**config.mk**
```make
export PLATFORM = sky130hd
export DESIGN_NAME = instruction_fetch_unit
export DESIGN_NICKNAME = d
export VERILOG_FILES = /design/src/rtl/cpu_isa_pkg.sv /design/src/rtl/instr_length_decode.sv /design/src/rtl/instruction_fetch_unit.sv
export SDC_FILE = /design/constraint.sdc
export NUM_CORES = 1
export LEC_CHECK = 0
export CORE_MARGIN = 1
export CORE_UTILIZATION = 54
export CTS_CLUSTER_SIZE = 8
export DETAILED_ROUTE_END_ITERATION = 8
export PLACE_DENSITY = 0.85
export SYNTH_ARGS = -nofsm -noshare
export SYNTH_HDL_FRONTEND = slang
export SYNTH_HIERARCHICAL = 1
export SYNTH_SLANG_ARGS = --single-unit
export TNS_END_PERCENT = 100
```
**constraint.sdc**
```tcl
create_clock -name Clk -period 4.14 [get_ports Clk]
set_input_delay 0.828 -clock Clk [delete_from_list [all_inputs] [get_ports Clk]]
set_output_delay 0.828 -clock Clk [all_outputs]
set_load 0.02 [all_outputs]
```
**src/rtl/cpu_isa_pkg.sv**
```systemverilog
// Shared ISA constants for the fetch front-end and instruction memory.
// This package holds the opcode values, the bus widths and the fetch FSM encoding.
package cpu_isa_pkg;
  localparam int ADDR_W = 8;
  localparam int DATA_W = 8;

  localparam logic [DATA_W-1:0] OP_NOP  = 8'h00;
  localparam logic [DATA_W-1:0] OP_HALT = 8'hFF;

  typedef enum logic [1:0] {
    FETCH_OP   = 2'd0,
    FETCH_OPND = 2'd1,
    HALTED     = 2'd2
  } fetch_state_t;
endpackage

```
**src/rtl/instr_length_decode.sv**
```systemverilog
// Classifies an opcode by its length (one or two bytes) and flags HALT.
// The logic is purely combinational so the decoder can reuse it as is.
module instr_length_decode #(
  parameter logic [cpu_isa_pkg::DATA_W-1:0] OP_NOP  = cpu_isa_pkg::OP_NOP,
  parameter logic [cpu_isa_pkg::DATA_W-1:0] OP_HALT = cpu_isa_pkg::OP_HALT
) (
  input  logic [cpu_isa_pkg::DATA_W-1:0] i_opcode,
  output logic                           o_is_one_byte,
  output logic                           o_is_halt
);
  logic w_is_nop;

  assign w_is_nop      = (i_opcode == OP_NOP);
  assign o_is_halt     = (i_opcode == OP_HALT);
  assign o_is_one_byte = w_is_nop || o_is_halt;
endmodule

```
**src/rtl/instruction_fetch_unit.sv**
```systemverilog
// Sequential fetch front-end: walks the PC and assembles 1/2-byte instructions.
// Completed instructions go out through a registered valid/ready output stage.
//
//   state      | meaning
//   FETCH_OP   | Data_in is an opcode byte at PC
//   FETCH_OPND | Data_in is the operand byte of the held opcode
//   HALTED     | HALT issued; PC frozen until Redirect or reset
module instruction_fetch_unit #(
  parameter logic [cpu_isa_pkg::ADDR_W-1:0] RESET_PC = 8'h00,
  parameter logic [cpu_isa_pkg::DATA_W-1:0] OP_NOP   = cpu_isa_pkg::OP_NOP,
  parameter logic [cpu_isa_pkg::DATA_W-1:0] OP_HALT  = cpu_isa_pkg::OP_HALT
) (
  input  logic                           Clk,
  input  logic                           Reset_n,
  output logic [cpu_isa_pkg::ADDR_W-1:0] Address,
  input  logic [cpu_isa_pkg::DATA_W-1:0] Data_in,
  output logic                           Instr_valid,
  input  logic                           Instr_ready,
  output logic [cpu_isa_pkg::DATA_W-1:0] Opcode,
  output logic [cpu_isa_pkg::DATA_W-1:0] Operand,
  output logic [cpu_isa_pkg::ADDR_W-1:0] Instr_pc,
  input  logic                           Redirect,
  input  logic [cpu_isa_pkg::ADDR_W-1:0] Redirect_addr,
  output logic                           Halted
);
  import cpu_isa_pkg::*;

  fetch_state_t        r_state;
  logic [ADDR_W-1:0]   r_pc;
  logic [DATA_W-1:0]   r_hold_op;
  logic [ADDR_W-1:0]   r_hold_pc;
  logic                r_valid;
  logic [DATA_W-1:0]   r_opcode;
  logic [DATA_W-1:0]   r_operand;
  logic [ADDR_W-1:0]   r_instr_pc;
  logic                r_halted;

  logic                w_can_load;
  logic                w_is_one_byte;
  logic                w_is_halt;
  logic [ADDR_W-1:0]   w_pc_next;

  instr_length_decode #(
    .OP_NOP  (OP_NOP),
    .OP_HALT (OP_HALT)
  ) u_len_dec (
    .i_opcode      (Data_in),
    .o_is_one_byte (w_is_one_byte),
    .o_is_halt     (w_is_halt)
  );

  assign w_can_load = !r_valid || Instr_ready;
  assign w_pc_next  = r_pc + 8'd1;

  always_ff @(posedge Clk or negedge Reset_n) begin
    if (!Reset_n) begin
      r_state    <= FETCH_OP;
      r_pc       <= RESET_PC;
      r_hold_op  <= '0;
      r_hold_pc  <= '0;
      r_valid    <= 1'b0;
      r_opcode   <= '0;
      r_operand  <= '0;
      r_instr_pc <= '0;
      r_halted   <= 1'b0;
    end else if (Redirect) begin
      // A handshake in this cycle already counts as accepted; anything else is dropped.
      r_state  <= FETCH_OP;
      r_pc     <= Redirect_addr;
      r_valid  <= 1'b0;
      r_halted <= 1'b0;
    end else if (w_can_load) begin
      case (r_state)
        FETCH_OP: begin
          r_pc <= w_pc_next;
          if (w_is_one_byte) begin
            r_valid    <= 1'b1;
            r_opcode   <= Data_in;
            r_operand  <= '0;
            r_instr_pc <= r_pc;
            if (w_is_halt) begin
              r_state  <= HALTED;
              r_halted <= 1'b1;
            end
          end else begin
            r_hold_op <= Data_in;
            r_hold_pc <= r_pc;
            r_valid   <= 1'b0;
            r_state   <= FETCH_OPND;
          end
        end
        FETCH_OPND: begin
          r_pc       <= w_pc_next;
          r_valid    <= 1'b1;
          r_opcode   <= r_hold_op;
          r_operand  <= Data_in;
          r_instr_pc <= r_hold_pc;
          r_state    <= FETCH_OP;
        end
        default: begin
          r_valid <= 1'b0;
        end
      endcase
    end
  end

  assign Address     = r_pc;
  assign Instr_valid = r_valid;
  assign Opcode      = r_opcode;
  assign Operand     = r_operand;
  assign Instr_pc    = r_instr_pc;
  assign Halted      = r_halted;
endmodule

```
**Yosys cells after proc, flatten, opt, wreduce, memory -nomap -nowiden**

Cells that the tools add are included.

- Bits in read-only memories: 0
- Flip-flop bits (word level): 52
- Logic and storage cells: 57
- Memories kept: 0
- Output and inout bits: 34
- Input bits: 20
- Latch bits: 0
- Memory bits (writable): 0

- Shifts and indexed selects: 0
- Add/sub/neg operators: 1
- Multiply operators: 0
- Multiplexer cells: 23
- Equal/unequal tests: 4
- Reductions and logical operators: 18
- Magnitude comparators: 0
- Div/mod/pow operators: 0
- Bitwise gates (word level): 2

Operators with widths:

| operator | number |
|---|---|
| 2-to-1 mux 8 bit | 6 |
| one-hot mux 8 bit (2 select lines) | 3 |
| AND reduction 4 bit | 3 |
| nonzero test 2 bit | 6 |
| adder 8 x 1 -> 8 bit, second input constant | 1 |
| equality test 8 bit, second input constant | 1 |
| logical NOT 8 bit | 1 |
| 2-to-1 mux 1 bit | 8 |
| 2-to-1 mux 2 bit | 4 |
| inequality test 4 bit, second input constant | 1 |
| one-hot mux 2 bit (2 select lines) | 1 |
| AND reduction 3 bit | 1 |
| nonzero test 3 bit | 1 |
| equality test 2 x 1 -> 1 bit, second input constant | 1 |
| logical NOT 2 bit | 1 |
| logical OR 1 bit | 2 |
| inequality test 2 x 1 -> 1 bit, second input constant | 1 |
| NOT 1 bit | 2 |
| one-hot mux 1 bit (2 select lines) | 1 |
| AND reduction 2 bit | 1 |
| OR reduction 2 bit | 1 |
| logical NOT 1 bit | 1 |

**Depth between registers and ports, before layout**

- Depth after elaboration: 6
- Mapped depth: 8
- Gate-level depth less buffers: 6

**Cells and area by module**

Netlist, hierarchy kept.

Modules (own cells, without submodules):

| module | instances | cells an instance | seq. area each (um^2) | area an instance (um^2) |
|---|---|---|---|---|
| instruction_fetch_unit | 1 | 179 | 1301.2 | 2396.0 |
| instr_length_decode | 1 | 6 | 0.0 | 51.3 |

**Worst setup path after synthesis**

No wires, ideal clock.

- Path kind: in2reg
- Start point: input port Data_in[0] in the netlist's numbering
- End point: register r_instr_pc[0], in the netlist Instr_pc[0]
- Setup slack: 1.811 ns
- Buffers on the path: 1
- Data arrival time: 2.204 ns
- Required time: 4.015 ns
- Cell stages on the path: 6
- Library setup time: 0.125 ns
- Path through: nor4_2 -> a21o_1 -> nor2_1 -> nor4_4 -> buf_6 -> mux2_2

- Longest elaborated chain between the ends: 4
- Elaborated cells between the ends (all ways): 5
- Those cells by class: eq/ne: 2; reduce/logical: 3

Ends and longest elaborated chain:

| element | RTL line | RTL |
|---|---|---|
| start, declared | instruction_fetch_unit.sv:16 | `input logic [cpu_isa_pkg::DATA_W-1:0] Data_in,` |
| equality test 8 bit / logical NOT 8 bit (equally long branches) | instr_length_decode.sv:14, instr_length_decode.sv:13 |  |
| logical OR 1 bit * | instr_length_decode.sv:15 | `assign o_is_one_byte = w_is_nop \|\| o_is_halt;` |
| named net w_is_one_byte | instruction_fetch_unit.sv:39 | `logic w_is_one_byte;` |
| inequality test 2 x 1 -> 1 bit (no line) * | -- |  |
| AND reduction 4 bit (no line) * | -- |  |
| end signal, assigned | instruction_fetch_unit.sv:80 | `r_instr_pc <= r_pc;` |
| end signal, assigned | instruction_fetch_unit.sv:97 | `r_instr_pc <= r_hold_pc;` |
| end, declared | instruction_fetch_unit.sv:35 | `logic [ADDR_W-1:0] r_instr_pc;` |

Mark *: on every way through the listed nets, which the timed path passes. The rest lies on a longest branch.
A chain may end at the register's enable or synchronous reset.

**Worst setup path in the final report**

- Start point: input port Data_in[5] in the netlist's numbering
- End point: register r_hold_pc[6]

- Longest elaborated chain between the ends: 4
- Elaborated cells between the ends (all ways): 5
- Those cells by class: eq/ne: 1; bitwise: 1; reduce/logical: 3

Ends and longest elaborated chain:

| element | RTL line | RTL |
|---|---|---|
| equality test 8 bit | instr_length_decode.sv:14 | `assign o_is_halt = (i_opcode == OP_HALT);` |
| named net w_is_halt | instruction_fetch_unit.sv:40 | `logic w_is_halt;` |
| logical OR 1 bit | instr_length_decode.sv:15 |  |
| named net w_is_one_byte | instruction_fetch_unit.sv:39 |  |
| NOT 1 bit (no line) | -- |  |
| AND reduction 4 bit (no line) | -- |  |
| end signal, assigned | instruction_fetch_unit.sv:87 | `r_hold_pc <= r_pc;` |
| end, declared | instruction_fetch_unit.sv:31 | `logic [ADDR_W-1:0] r_hold_pc;` |

The timed path passes the listed nets, and every way through them passes these cells.

==> flow_metrics.env <==
export IMPL_irDropWorstVdd_uv=378
export IMPL_viasPerCell=5.85
export IMPL_wl_per_cell_microns=16.9
export IMPL_end_kind="flip-flop"
export IMPL_finalHoldViolCount=0
export IMPL_cts_tree="done"
export IMPL_hp_class="reg2reg"
export IMPL_numCtsBuffers=5
export IMPL_clock_sinks=52
export IMPL_synthSimpleGateAreaFrac_pct=11.6
export IMPL_setup_tns_final_ns=0
export IMPL_grt_met3_usage_pct=5.52
export IMPL_rrSetupSlack_ns=2.23
export IMPL_grt_overflow_total=0
export IMPL_area_growth_synth_to_final_pct=26.2
export IMPL_seqCellArea_sq_mm=0.00130
export IMPL_routed_wl_microns=4950
export IMPL_period_share_pct=70.0
export IMPL_fmax_mhz=345
export IMPL_io_buffers=53
export IMPL_route_detailed_drc=0
export IMPL_cellPowerDensity_mw_per_mm2=526
export IMPL_num_rows=24
export IMPL_drive_above_1_share_pct=16.3
export IMPL_fin_nets=260
export IMPL_die_h_microns=69.3
export IMPL_nFillCells=308
export IMPL_finalSetupViolCount=0
export IMPL_clk_path_buf_depth=2
export IMPL_setup_worst_path_start_class="input port"
export IMPL_cp_data_arrival_time_ns=3.09
export IMPL_clock_latency_ns=0.31
export IMPL_multi_input_area_sq_mm=0.00105
export IMPL_maxSlewHeadroom_pct=57.6
export IMPL_drt_iter0_drc=147
export IMPL_clk_pin_slew_ns=0.09
export IMPL_die_area_sq_mm=0.00481
export IMPL_crit_start="Data_in[5]"
export IMPL_cts_setup_buffers=0
export IMPL_cp_top_family="simple AND/OR/NAND/NOR gates"
export IMPL_crit_end="r_hold_pc[6]"
export IMPL_synthFlopType="dfrtp_1"
export IMPL_r2r_end="r_hold_pc[6]"
export IMPL_drt_first_pass_iters=4
export IMPL_gp_congestion=0.769
export IMPL_grt_setup_unrepaired="no"
export IMPL_worst_pin_slew_ns=0.635
export IMPL_outcome="finished, final reports clean"
export IMPL_antenna_found_initial=0
export IMPL_synth_top_family_by_area="multiplexers"
export IMPL_grt_use_total_pct=22.5
export IMPL_final_core_util_pct=70.9
export IMPL_synth_adder_area_share_pct=0.511
export IMPL_r2r_start="r_state[0]"
export IMPL_root_buffer="clkbuf_8"
export IMPL_critical_path_required_ns=4.33
export IMPL_drv_cap=0
export IMPL_grt_pass1_wl_microns=8490
export IMPL_cp_max_fo=9
export IMPL_path_depth=8
export IMPL_grt_pass1_vias=1689
export IMPL_cp_buffers_inverters=2
export IMPL_synth_area_sq_mm=0.00245
export IMPL_synth_xor_area_share_pct=0
export IMPL_cp_slowest_stage_delay_ns=0.51
export IMPL_ys_seq_area_share_pct=53.2
export IMPL_hpwlAfterDp_microns=3430
export IMPL_cp_slowest_cell="clkdlybuf4s50_1"
export IMPL_cts_resized=0
export IMPL_ys_ff_latch=52
export IMPL_total_power_w=0.00162
export IMPL_finClkSkew_ns=0.00771
export IMPL_muxShareOfSynthArea_pct=22.1
export IMPL_top_usage_layer="met1"
export IMPL_crit_path_cell_trace="clkdlybuf4s50_1, nand4_1, nor2_2, a21o_1, nor2_1, and4_1, buf_4, mux2_1"
export IMPL_start_util_pct=56.2
export IMPL_synth_compound_area_share_pct=8.79
export IMPL_met1_usage_pct=33.5
export IMPL_p_leak_nw=1.26
export IMPL_syn_area_per_cell_sq_um=13.2
export IMPL_grt_start_max_net_pins=53
export IMPL_grt_util_met2_pct=32.5
export IMPL_yosysWarnings=6
export IMPL_r2r_worst_path_cells=4
export IMPL_slew_viol_final=0
export IMPL_antenna_cells=0
export IMPL_ys_types=40
export IMPL_synthArstFlopShare_pct=100
export IMPL_via_count=1709
export IMPL_holdBufCountCts=0
export IMPL_io_pins=54
export IMPL_final_antenna_net_count=0
export IMPL_core_sq_mm=0.00435
export IMPL_critPathKind="in2reg"
export IMPL_fin_crit_ns=2.90
export IMPL_syn_nets=206
export IMPL_synth_edf_count=0
export IMPL_synth_cells=185
export IMPL_cts_htree_levels=2
export IMPL_dieWidth_microns=69.3
==> placed cells by master, fill, tap and decap left out, types with 2 or more instances in the layout <==
cell type,instances
mux2_2,18
clkbuf_8,6
clkinv_2,2
nand4_1,3
nor2_1,6
buf_4,6
dfrtp_1,52
a22o_1,8
or4_1,3
nor2b_1,3
a31oi_1,4
nand3b_1,2
o311ai_0,2
o31ai_1,3
nor4_2,2
mux2_1,30
nand2b_1,3
clkdlybuf4s50_1,52
inv_1,2
o21ai_0,3
and4_1,2
o21a_1,2
nand3_1,3
nand2_1,5
==> flip-flops by register name, summed over array words and instances, names as in the netlist <==
name         count
r_state          2
r_hold_op        8
Halted           1
r_hold_pc        8
Opcode           8
Operand          8
Instr_valid      1
Instr_pc         8
Address          8
==> per-stage QoR <==
step	hold slack, ns	instance area (sq um)	std cells	setup WS (ns)
2_1_floorplan	0.452	2450	185	1.81
3_3_place_gp	0.463	3000	284	1.01
3_5_place_dp	0.476	3000	284	0.959
4_1_cts	0.496	3090	292	1.27
5_1_grt	0.518	3090	292	1.11
6_report	0.494	3090	292	1.24
==> Yosys cell counts (3+ instances only) <==
| cell type | number | area (sq um) |
|---|---|---|
| nor2_1 | 6 | 22.5 |
| clkbuf_1 | 4 | 15.0 |
| o31ai_1 | 3 | 22.5 |
| mux2_1 | 30 | 338 |
| or4_1 | 3 | 22.5 |
| nand3_1 | 3 | 15.0 |
| nand2b_1 | 3 | 18.8 |
| dfrtp_1 | 52 | 1300 |
| mux2_2 | 18 | 203 |
| o21ai_0 | 3 | 15.0 |
| nand4_1 | 3 | 18.8 |
| buf_2 | 3 | 15.0 |
| nand2_1 | 5 | 18.8 |
| a31oi_1 | 4 | 25.0 |
| a22o_1 | 8 | 70.1 |
| buf_6 | 5 | 56.3 |
| nor2b_1 | 3 | 18.8 |
==> logic make-up after synthesis <==
| kind of cell | Yosys count |
|---|---|
| adders and majority gates | 1 |
| DFF | 52 |
| and+or+nand+nor | 42 |
| muxes | 48 |
| buffers and inverters | 14 |
| AOI/OAI and AO/OA | 28 |
==> per-layer routing <==
metal	vias up	wire length [microns]	part of all wire, %
met4	0	58	1.2
met2	47	2290	46
met5	-	0	0
met1	836	2380	48
met3	8	226	4.6
li1	818	-	-
==> layout make-up <==
type,instances,share of cell area (%)
flip-flops and latches,52,42.1
clock inverters,2,0.324
well taps,52,2.11
inverters,2,0.243
repair buffers,59,18.5
clock buffers,6,2.67
multi-input cells,119,34.1
==> worst min-delay path by stage <==
stage                      start           end  slack [ns]  cells past startpoint
CTS                 r_hold_op[6]  r_hold_op[6]        0.50                      1
global route        r_hold_op[6]  r_hold_op[6]        0.52                      1
global placement    r_hold_pc[5]  r_hold_pc[5]        0.46                      1
floorplan           r_hold_pc[5]  r_hold_pc[5]        0.45                      1
detailed placement  r_hold_op[6]  r_hold_op[6]        0.48                      1
finish              r_hold_op[4]  r_hold_op[4]        0.49                      1
==> power by group <==
group | switching [W] | leakage [nW] | internal, W
logic | 0.000271 | 0.592 | 0.000319
registers | 0.0000898 | 0.621 | 0.000647
clock network | 0.000165 | 0.0510 | 0.000134
Note: power is estimated with default switching activity, not from simulation.
